--- src/rtl/uart_tx_pkg.sv ---
// Shared definitions for the memory-mapped UART transmitter.
// Holds the register offsets, the STATUS bit layout, the FSM state encoding
// and the minimum baud divisor.
package uart_tx_pkg;

  // Register offsets, decoded from address[3:2]
  localparam logic [1:0] REG_TXDATA = 2'd0;
  localparam logic [1:0] REG_STATUS = 2'd1;
  localparam logic [1:0] REG_BAUD   = 2'd2;

  // STATUS bit positions
  localparam int unsigned ST_BUSY_BIT  = 0;
  localparam int unsigned ST_FULL_BIT  = 1;
  localparam int unsigned ST_EMPTY_BIT = 2;
  localparam int unsigned ST_OVF_BIT   = 3;
  localparam int unsigned ST_CNT_LSB   = 4;
  localparam int unsigned ST_CNT_W     = 4;
  localparam int unsigned ST_PAR_BIT   = 8;

  // Baud divisor width and the smallest divisor that is ever stored
  localparam int unsigned DIV_W   = 16;
  localparam logic [15:0] MIN_DIV = 16'd2;

  typedef enum logic [2:0] {
    ST_IDLE   = 3'd0,
    ST_START  = 3'd1,
    ST_DATA   = 3'd2,
    ST_PARITY = 3'd3,
    ST_STOP   = 3'd4
  } tx_state_e;

endpackage

--- src/rtl/uart_tx_slave_fifo.sv ---
// Synchronous FIFO used as the UART transmit buffer.
// Ports: clk, rst_n, push/din (write), pop/dout (read, dout shows the head
// entry), full, empty, count (number of stored entries).
// A push into a full FIFO is accepted only when a pop happens in the same
// cycle; otherwise it is ignored. Pointers wrap modulo DEPTH (power of 2).
module sync_fifo_param #(
  parameter int unsigned WIDTH = 8,
  parameter int unsigned DEPTH = 8
) (
  input  logic                       clk,
  input  logic                       rst_n,
  input  logic                       push,
  input  logic                       pop,
  input  logic [WIDTH-1:0]           din,
  output logic [WIDTH-1:0]           dout,
  output logic                       full,
  output logic                       empty,
  output logic [$clog2(DEPTH):0]     count
);

  localparam int unsigned AW = $clog2(DEPTH);
  localparam int unsigned CW = AW + 1;

  logic [WIDTH-1:0] r_mem [DEPTH];
  logic [AW-1:0]    r_wr;
  logic [AW-1:0]    r_rd;
  logic [CW-1:0]    r_count;
  logic             w_do_push;
  logic             w_do_pop;

  assign full      = (r_count == CW'(DEPTH));
  assign empty     = (r_count == '0);
  assign count     = r_count;
  assign dout      = r_mem[r_rd];
  assign w_do_pop  = pop && !empty;
  assign w_do_push = push && (!full || w_do_pop);

  // Storage array, no reset needed
  always_ff @(posedge clk) begin
    if (w_do_push) r_mem[r_wr] <= din;
  end

  // Pointers and occupancy
  always_ff @(posedge clk or negedge rst_n) begin
    if (!rst_n) begin
      r_wr    <= '0;
      r_rd    <= '0;
      r_count <= '0;
    end else begin
      if (w_do_push) r_wr <= r_wr + AW'(1);
      if (w_do_pop)  r_rd <= r_rd + AW'(1);
      case ({w_do_push, w_do_pop})
        2'b10:   r_count <= r_count + CW'(1);
        2'b01:   r_count <= r_count - CW'(1);
        default: r_count <= r_count;
      endcase
    end
  end

endmodule

--- src/rtl/uart_tx_slave.sv ---
// Memory-mapped UART transmitter (8N1, optional even parity).
// Ports: clk, rst_n (async active-low); wd/address/we/re/rd memory-map slave
// bus (rd combinational, 0 when re=0); tx serial line (registered, idle high);
// irq_empty high while the FIFO is empty and the FSM is idle.
// Registers (address[3:2]): 0 TXDATA (W), 1 STATUS (R/W1C overflow),
// 2 BAUD_DIV (R/W, min 2), 3 reserved.
// Build option: define UART_TX_PARITY_EN to append an even parity bit.
module uart_tx_slave
  import uart_tx_pkg::*;
#(
  parameter int unsigned DATA_WIDTH = 32,
  parameter int unsigned CLK_FREQ   = 50000000,
  parameter int unsigned BAUD       = 115200,
  parameter int unsigned FIFO_DEPTH = 8,
  parameter int unsigned DIV_RESET  = CLK_FREQ / BAUD
) (
  input  logic                  clk,
  input  logic                  rst_n,
  input  logic [DATA_WIDTH-1:0] wd,
  input  logic [31:0]           address,
  input  logic                  we,
  input  logic                  re,
  output logic [DATA_WIDTH-1:0] rd,
  output logic                  tx,
  output logic                  irq_empty
);

  localparam int unsigned CW = $clog2(FIFO_DEPTH) + 1;

  tx_state_e        r_state;
  logic [DIV_W-1:0] r_div;
  logic [DIV_W-1:0] r_cnt;
  logic [7:0]       r_shift;
  logic [2:0]       r_bit;
  logic             r_tx;
  logic             r_ovf;
`ifdef UART_TX_PARITY_EN
  logic             r_par;
`endif

  logic [1:0]            w_reg;
  logic                  w_wr_tx;
  logic                  w_pop;
  logic                  w_tick;
  logic                  w_full;
  logic                  w_empty;
  logic [7:0]            w_dout;
  logic [CW-1:0]         w_count;
  logic [DATA_WIDTH-1:0] w_status;
  logic                  w_unused_bits;

  assign w_reg   = address[3:2];
  assign w_wr_tx = we && (w_reg == REG_TXDATA);
  assign w_tick  = (r_cnt == DIV_W'(1));
  // Pop when idle, or at the end of a stop bit to chain frames without a gap
  assign w_pop   = !w_empty && ((r_state == ST_IDLE) || ((r_state == ST_STOP) && w_tick));
  assign w_unused_bits = ^{address[31:4], address[1:0], wd[DATA_WIDTH-1:16]};

  sync_fifo_param #(
    .WIDTH (8),
    .DEPTH (FIFO_DEPTH)
  ) u_fifo (
    .clk   (clk),
    .rst_n (rst_n),
    .push  (w_wr_tx),
    .pop   (w_pop),
    .din   (wd[7:0]),
    .dout  (w_dout),
    .full  (w_full),
    .empty (w_empty),
    .count (w_count)
  );

  // Divisor register and sticky overflow flag
  always_ff @(posedge clk or negedge rst_n) begin
    if (!rst_n) begin
      r_div <= 16'(DIV_RESET);
      r_ovf <= 1'b0;
    end else begin
      if (we && (w_reg == REG_BAUD))
        r_div <= (wd[15:0] < MIN_DIV) ? MIN_DIV : wd[15:0];
      // A same-cycle pop frees a slot, so that push is not an overflow
      if (w_wr_tx && w_full && !w_pop)
        r_ovf <= 1'b1;
      else if (we && (w_reg == REG_STATUS) && wd[ST_OVF_BIT])
        r_ovf <= 1'b0;
    end
  end

  // Transmit FSM; the bit counter reloads from r_div at every bit boundary
  always_ff @(posedge clk or negedge rst_n) begin
    if (!rst_n) begin
      r_state <= ST_IDLE;
      r_tx    <= 1'b1;
      r_cnt   <= '0;
      r_shift <= '0;
      r_bit   <= '0;
`ifdef UART_TX_PARITY_EN
      r_par   <= 1'b0;
`endif
    end else begin
      case (r_state)
        ST_IDLE: begin
          if (w_pop) begin
            r_state <= ST_START;
            r_tx    <= 1'b0;
            r_cnt   <= r_div;
            r_shift <= w_dout;
`ifdef UART_TX_PARITY_EN
            r_par   <= ^w_dout;
`endif
          end
        end
        ST_START: begin
          if (w_tick) begin
            r_state <= ST_DATA;
            r_tx    <= r_shift[0];
            r_cnt   <= r_div;
            r_bit   <= '0;
          end else begin
            r_cnt <= r_cnt - DIV_W'(1);
          end
        end
        ST_DATA: begin
          if (w_tick) begin
            r_cnt <= r_div;
            if (r_bit == 3'd7) begin
`ifdef UART_TX_PARITY_EN
              r_state <= ST_PARITY;
              r_tx    <= r_par;
`else
              r_state <= ST_STOP;
              r_tx    <= 1'b1;
`endif
            end else begin
              r_bit   <= r_bit + 3'd1;
              r_shift <= r_shift >> 1;
              r_tx    <= r_shift[1];
            end
          end else begin
            r_cnt <= r_cnt - DIV_W'(1);
          end
        end
`ifdef UART_TX_PARITY_EN
        ST_PARITY: begin
          if (w_tick) begin
            r_state <= ST_STOP;
            r_tx    <= 1'b1;
            r_cnt   <= r_div;
          end else begin
            r_cnt <= r_cnt - DIV_W'(1);
          end
        end
`endif
        ST_STOP: begin
          if (w_tick) begin
            if (w_pop) begin
              r_state <= ST_START;
              r_tx    <= 1'b0;
              r_cnt   <= r_div;
              r_shift <= w_dout;
`ifdef UART_TX_PARITY_EN
              r_par   <= ^w_dout;
`endif
            end else begin
              r_state <= ST_IDLE;
            end
          end else begin
            r_cnt <= r_cnt - DIV_W'(1);
          end
        end
        default: begin
          r_state <= ST_IDLE;
          r_tx    <= 1'b1;
        end
      endcase
    end
  end

  // STATUS word
  always_comb begin
    w_status = '0;
    w_status[ST_BUSY_BIT]  = (r_state != ST_IDLE);
    w_status[ST_FULL_BIT]  = w_full;
    w_status[ST_EMPTY_BIT] = w_empty;
    w_status[ST_OVF_BIT]   = r_ovf;
    w_status[ST_CNT_LSB +: ST_CNT_W] = ST_CNT_W'(w_count);
`ifdef UART_TX_PARITY_EN
    w_status[ST_PAR_BIT]   = 1'b1;
`endif
  end

  // Read mux
  always_comb begin
    rd = '0;
    if (re) begin
      case (w_reg)
        REG_STATUS: rd = w_status;
        REG_BAUD:   rd = DATA_WIDTH'(r_div);
        default:    rd = '0;
      endcase
    end
  end

  assign tx        = r_tx;
  assign irq_empty = w_empty && (r_state == ST_IDLE);

endmodule

--- config.mk ---
export PLATFORM = sky130hd
export DESIGN_NAME = uart_tx_slave
export DESIGN_NICKNAME = d
export VERILOG_FILES = /design/src/rtl/uart_tx_pkg.sv /design/src/rtl/uart_tx_slave_fifo.sv /design/src/rtl/uart_tx_slave.sv
export SDC_FILE = /design/constraint.sdc
export NUM_CORES = 1
export LEC_CHECK = 0
export CAP_MARGIN = 20
export CORE_MARGIN = 2
export CORE_UTILIZATION = 53
export DETAILED_ROUTE_END_ITERATION = 7
export PLACE_DENSITY = 0.88
export SLEW_MARGIN = 20
export SYNTH_ARGS = -nofsm -noshare
export SYNTH_HDL_FRONTEND = slang
export SYNTH_SLANG_ARGS = --single-unit
--- constraint.sdc ---
create_clock -name clk -period 4.3 [get_ports clk]
set_input_delay 0.645 -clock clk [delete_from_list [all_inputs] [get_ports clk]]
set_output_delay 0.645 -clock clk [all_outputs]
set_load 0.005 [all_outputs]
Word-level counts from Yosys, hierarchy flattened
Memory sizes are Yosys's and may differ from the RTL's.
Index checks and enable logic that the tools add are counted.
{"block": "op_classes", "addsub": 6, "multipliers": 0, "div_mod_pow": 0, "n_lt_le_gt_ge": 1, "n_eq_ne": 16, "shifts": 0, "n_mux": 34, "bitwise_logic": 0, "reduce_logical": 30}
{"operator": "$mux W16", "count": 5}
{"operator": "$pmux W16 S3", "count": 1}
{"operator": "$mux W8", "count": 4}
{"operator": "$pmux W16 S2", "count": 1}
{"operator": "$mux W3", "count": 8}
{"operator": "$pmux W8 S3", "count": 1}
{"operator": "$eq A16 B1 Y1 const B", "count": 1}
{"operator": "$lt A16 B2 Y1 const B", "count": 1}
{"operator": "$sub A16 B1 Y16 const B", "count": 1}
{"operator": "$pmux W3 S4", "count": 1}
{"operator": "$logic_and A1 B1 Y1", "count": 11}
{"operator": "$mux W1", "count": 10}
{"operator": "$ne A2 B2 Y1 const B", "count": 5}
{"operator": "$add A3 B1 Y3 const B", "count": 3}
{"operator": "$reduce_bool A3 Y1", "count": 3}
{"operator": "$pmux W4 S2", "count": 1}
{"operator": "$reduce_and A4 Y1", "count": 2}
{"operator": "$eq A3 B3 Y1 const B", "count": 2}
{"operator": "$pmux W3 S2", "count": 1}
{"operator": "$reduce_bool A2 Y1", "count": 3}
{"operator": "$reduce_and A5 Y1", "count": 1}
{"operator": "$add A4 B1 Y4 const B", "count": 1}
{"operator": "$eq A2 B1 Y1 const B", "count": 2}
{"operator": "$eq A2 B2 Y1 const B", "count": 2}
{"operator": "13 further kinds", "count": 16}
{"block": "totals", "reg_bits": 58, "latch_bits": 0, "mem_bits_rw": 64, "rom_bits": 0, "out_inout_bits": 34, "word_cells": 98, "n_memories": 1}
{"name": "u_fifo.r_mem", "depth": 8, "word_bits": 8, "read_ports": 1, "rd_ports_with_merged_regs": 0, "wr": 1, "line_no": "uart_tx_slave_fifo.sv:24", "source": "logic [WIDTH-1:0] r_mem [DEPTH];"}

Longest topological paths before layout
{"block": "depth", "depth_word": 9, "ltp_mapped": 13}

By module
From an unflattened synthesis, not the netlist that was laid out.
{"block": "hier_totals", "cells_unflattened": 459, "hier_area_um2": 6145.9}
{"module": "sync_fifo_param", "n_inst": 1, "cells_each": 162, "area_per_inst_um2": 3150.5}
{"module": "uart_tx_slave", "n_inst": 1, "cells_each": 297, "area_per_inst_um2": 2995.4}

Worst setup path after synthesis
Ideal clock, no wire load.
{"block": "synth_path", "path_type": "flip-flop to flip-flop", "start": "reg r_cnt[1]", "end": "mem u_fifo.r_mem[0][0], enable pin", "arrival_ps": 2603, "t_required_ps": 3905, "setup_slack_ps": 1303, "path_stages_with_launch": 8, "n_path_buf": 0, "path_cell_list": "dfrtp_1 -> inv_1 -> ha_1 -> nor3b_1 -> a41oi_4 -> o211ai_1 -> nand2_2 -> nor4_1"}
{"block": "synth_via", "elab_chain_cells": 9}
{"item": "start: declaration", "line_no": "uart_tx_slave.sv:32", "source": "logic [DIV_W-1:0] r_cnt;"}
{"item": "start signal: assignment", "line_no": "uart_tx_slave.sv:107", "source": "r_cnt <= r_div;"}
{"item": "start signal: assignment", "line_no": "uart_tx_slave.sv:118", "source": "r_cnt <= r_div;"}
{"item": "start signal: assignment", "line_no": "uart_tx_slave.sv:121", "source": "r_cnt <= r_cnt - DIV_W'(1);"}
{"item": "$eq A16 B1 Y1", "line_no": "uart_tx_slave.sv:54", "source": "assign w_tick = (r_cnt == DIV_W'(1));"}
{"item": "$logic_and A1 B1 Y1", "line_no": "uart_tx_slave.sv:56", "source": "assign w_pop = !w_empty && ((r_state == ST_IDLE) || ((r_state == ST_STOP) && w_tick));"}
{"item": "$logic_or A1 B1 Y1", "line_no": "uart_tx_slave.sv:56"}
{"item": "$logic_and A1 B1 Y1", "line_no": "uart_tx_slave.sv:56"}
{"item": "$logic_and A1 B1 Y1", "line_no": "uart_tx_slave_fifo.sv:35", "source": "assign w_do_pop = pop && !empty;"}
{"item": "$logic_or A1 B1 Y1", "line_no": "uart_tx_slave_fifo.sv:36", "source": "assign w_do_push = push && (!full || w_do_pop);"}
{"item": "$logic_and A1 B1 Y1", "line_no": "uart_tx_slave_fifo.sv:36"}
{"item": "$mux W1", "line_no": "uart_tx_slave_fifo.sv:40", "source": "if (w_do_push) r_mem[r_wr] <= din;"}
{"item": "$mux W1 (implied by the code)", "line_no": "uart_tx_slave_fifo.sv:40"}
{"item": "end: declaration", "line_no": "uart_tx_slave_fifo.sv:24"}
Every way passes these cells.

Worst setup path in the final report
{"block": "layout_path", "start": "reg r_cnt[1]", "end": "reg u_fifo.r_count[3] (netlist: u_fifo.count[3])"}
{"block": "layout_via", "elab_chain_cells": 9, "word_cells_on_any_way": 11, "cone_classes": "eq/ne (3); mux (1); reduce/logical (7)"}
{"item": "$eq A16 B1 Y1 *", "line_no": "uart_tx_slave.sv:54"}
{"item": "$logic_and A1 B1 Y1 *", "line_no": "uart_tx_slave.sv:56"}
{"item": "$logic_or A1 B1 Y1 *", "line_no": "uart_tx_slave.sv:56"}
{"item": "$logic_and A1 B1 Y1 *", "line_no": "uart_tx_slave.sv:56"}
{"item": "$logic_and A1 B1 Y1 *", "line_no": "uart_tx_slave_fifo.sv:35"}
{"item": "$logic_or A1 B1 Y1", "line_no": "uart_tx_slave_fifo.sv:36"}
{"item": "$logic_and A1 B1 Y1", "line_no": "uart_tx_slave_fifo.sv:36"}
{"item": "$eq A2 B1 Y1 or $eq A2 B2 Y1 (tied branches)", "line_no": "uart_tx_slave_fifo.sv:52", "source": "case ({w_do_push, w_do_pop})"}
{"item": "$pmux W4 S2 or $reduce_bool A2 Y1 (tied branches)"}
{"item": "end signal: assignment", "line_no": "uart_tx_slave_fifo.sv:53", "source": "2'b10: r_count <= r_count + CW'(1);"}
{"item": "end signal: assignment", "line_no": "uart_tx_slave_fifo.sv:54", "source": "2'b01: r_count <= r_count - CW'(1);"}
{"item": "end signal: assignment", "line_no": "uart_tx_slave_fifo.sv:55", "source": "default: r_count <= r_count;"}
{"item": "end: declaration", "line_no": "uart_tx_slave_fifo.sv:27", "source": "logic [CW-1:0] r_count;"}
Every way passes the cells marked *; elsewhere a longest branch is shown, timed or not.
A chain may end at the register's enable or synchronous reset.

==> impl_metrics.toml <==
[place]
portBuffers = 39
dp_slack_ps = 771.4
place_hpwl_um = 9179
globalplace.congestion = 0.9136
dpl_cell_area_mm2 = 0.006511

[floorplan]
io_pins = 102
dieWidth_um = 110.9
die-height_um = 110.9
placementRows = 39
die_area_mm2 = 0.01230
start_util_pct = 53.72
coreArea_mm2 = 0.01127

[sta]
tns_ps = 0
drv_slew = 0
skew_ps = 6.558
fmax_mhz = 273.8
fin_ws_ps = 647.6
period_share_pct = 84.94
rsz0062_at_grt = "no"
finalHoldViolCount = 0
slew_headroom_pct = 29.89
tightest_slew_ps = 1052
setup_viol = 0
fin_crit_ps = 3652

[detailed_routing]
drt_wl_total_um = 14330
wire_per_inst_um = 21.24
final_antenna_net_count = 0
vias = 4381
drc = 0
drt_iter0_drc = 627
drt_first_pass_iters = 6
vias_per_cell = 6.490

[global_routing]
antenna_found_initial = 0
grt_max_degree = 59
grt_remaining_overflow = 0
grt_pass1_vias = 4331
grt_usage_pct = 24.66
grt_pass1_wl_um = 23340

[synthesis]
synth_top_cell_by_area = "edfxtp_1"
synth_edf_count = 64
avgSynthCellArea_um2 = 12.70
synth-seq-cells = 122
ys.flop_type = "edfxtp_1"
async_flop_share_pct = 47.54
synth.area.top_cells = "edfxtp_1 (32%), dfrtp_1 (21%), mux4_2 (6.0%)"
seq_area_frac_synth_pct = 55.83
yosysWarnings = 0
synth_cell_types = 65
synthTopCellsByCount = "edfxtp_1 (64), dfrtp_1 (52), nor2_1 (33)"
synth_cells = 477
post-synth-top-count-cell = "edfxtp_1"
yosysTopAreaCellShare_pct = 31.74
syn_area_mm2 = 0.006056

[critical_path]
worstReg2RegStart = "r_cnt[1]$_DFFE_PN0P_"
crit_arrival_ps = 4000
reg2reg_to = "u_fifo.count[3]$_DFFE_PN0P_"
rr_worst_depth = 13
r2r_slack_ps = 650
cp-start-kind = "flop"
path_max_fanout = 9
worstSetupPathType = "flop to flop"
critPathRequiredTime_ps = 4650
cp-end-kind = "flop"

[power]
vdd_drop_max_v = 0.0006168
power_density_mw_per_mm2 = 501.0
p_leak_nw = 2.674

[clock_network]
cts_setup_buffers = 0
numCtsBuffers = 17
cts-root-buf = "clkbuf_16"
cts_tree = "built"
ctsHoldBuffers = 0
clk_latency_ps = 420
clk_pin_slew_ps = 60
cts_buffer_depth = 2
h-tree-depth = 4
clock_sinks = 122
cts_resized = 0

[cells_and_area]
syn_to_final_growth_pct = 17.11
drive_gt1_share_pct = 18.61
n_antenna_cell = 0
nets = 599
final_core_utilization_pct = 62.91
final_area_mm2 = 0.007092

[hold_path]
min_path_type = "input port to async pin"

[job]
cap_violations = 0

[run_status]
status = "completed"
## cell families after synthesis
kind of cell | share of synthesized area, %
and+or+nand+nor | 12.29
AOI/OAI and AO/OA | 11.90
other | 0.06192
buffers and inverters | 4.545
muxes | 11.14
adders and majority gates | 2.789
xor gates and xnor gates | 1.446
DFF | 55.83
## stage by stage
step / power (mW) / hold slack, ps / cells
2_1_floorplan: 1.974 / 349.4 / 492
3_3_place_gp: 2.117 / 465.4 / 642
3_5_place_dp: 2.166 / 484.9 / 642
4_1_cts: 3.540 / 394.0 / 674
5_1_grt: 3.700 / 428.2 / 675
6_report: 3.553 / 367.2 / 675
## registers in the layout (all words and copies together), names as in the netlist
register / count
r_state: 3
r_shift: 8
r_div: 16
r_ovf: 1
u_fifo.r_wr: 3
u_fifo.count: 4
tx: 1
u_fifo.r_mem: 64
u_fifo.r_rd: 3
r_bit: 3
r_cnt: 16
## worst max-delay path, stage by stage (launching register included)
cell      delay (ps)
dfrtp_1          430
inv_1            100
ha_1             160
nor3b_1          640
a41oi_4          310
nor2_4           400
nand2_2          130
inv_2            110
ha_1             270
a21oi_1          170
nand2_1          100
or4_1            430
o31a_1           270
o211ai_2          60
## where the power goes
group | internal (mW) | total (mW) | switching (mW)
registers | 1.39 | 1.65 | 0.252
logic | 0.264 | 0.547 | 0.283
clock network | 0.771 | 1.36 | 0.589
total | 2.43 | 3.55 | 1.12
## how the worst max path moves through the flow
stage,startpoint,to,slack (ps),cells past startpoint
6_report,r_cnt[1]$_DFFE_PN0P_,u_fifo.count[3]$_DFFE_PN0P_,650,13
3_5_place_dp,r_cnt[1]$_DFFE_PN0P_,u_fifo.count[3]$_DFFE_PN0P_,770,13
4_1_cts,r_cnt[1]$_DFFE_PN0P_,u_fifo.count[3]$_DFFE_PN0P_,700,13
3_3_place_gp,r_cnt[1]$_DFFE_PN0P_,u_fifo.count[3]$_DFFE_PN0P_,900,13
5_1_grt,r_cnt[1]$_DFFE_PN0P_,u_fifo.count[3]$_DFFE_PN0P_,460,13
2_1_floorplan,r_cnt[1]$_DFFE_PN0P_,u_fifo.r_mem[0][0]$_DFFE_PP_,1300,7
## cell type report
type,count,area [um2]
Clock buffer,17,425.4
Clock inverter,15,148.9
Fill cell,738,4180
Inverter,14,52.55
Multi-Input combinational cell,317,2461
Sequential cell,122,3382
Tap cell,143,178.9
Timing Repair Buffer,47,442.9
## routing by layer
metal | share of wire, % | wire [um] | track usage [%]
met1 | 38 | 5490 | 31.16
met2 | 50 | 7224 | 40.78
met3 | 7.9 | 1136 | 6.178
met4 | 3.4 | 483 | 10.42
met5 | 0 | 0 | 0
## layout by cell type, fill, tap and decap left out, types with 6 or more instances in the layout
cell type,n
buf_4,7
nand3_1,10
nand2_1,28
inv_1,13
clkbuf_16,17
o21ai_0,19
edfxtp_1,64
dfrtp_1,51
clkdlybuf4s50_1,38
dfstp_2,6
a22o_1,6
nor3_1,12
nor4_1,7
a22oi_1,9
and3_1,10
a221o_1,7
mux2_2,18
xnor2_1,6
mux2i_1,10
ha_1,11
mux4_2,16
a21oi_1,20
conb_1,16
o211ai_1,7
inv_8,6
nor2_1,33
Power figures use the tool's default switching activity.
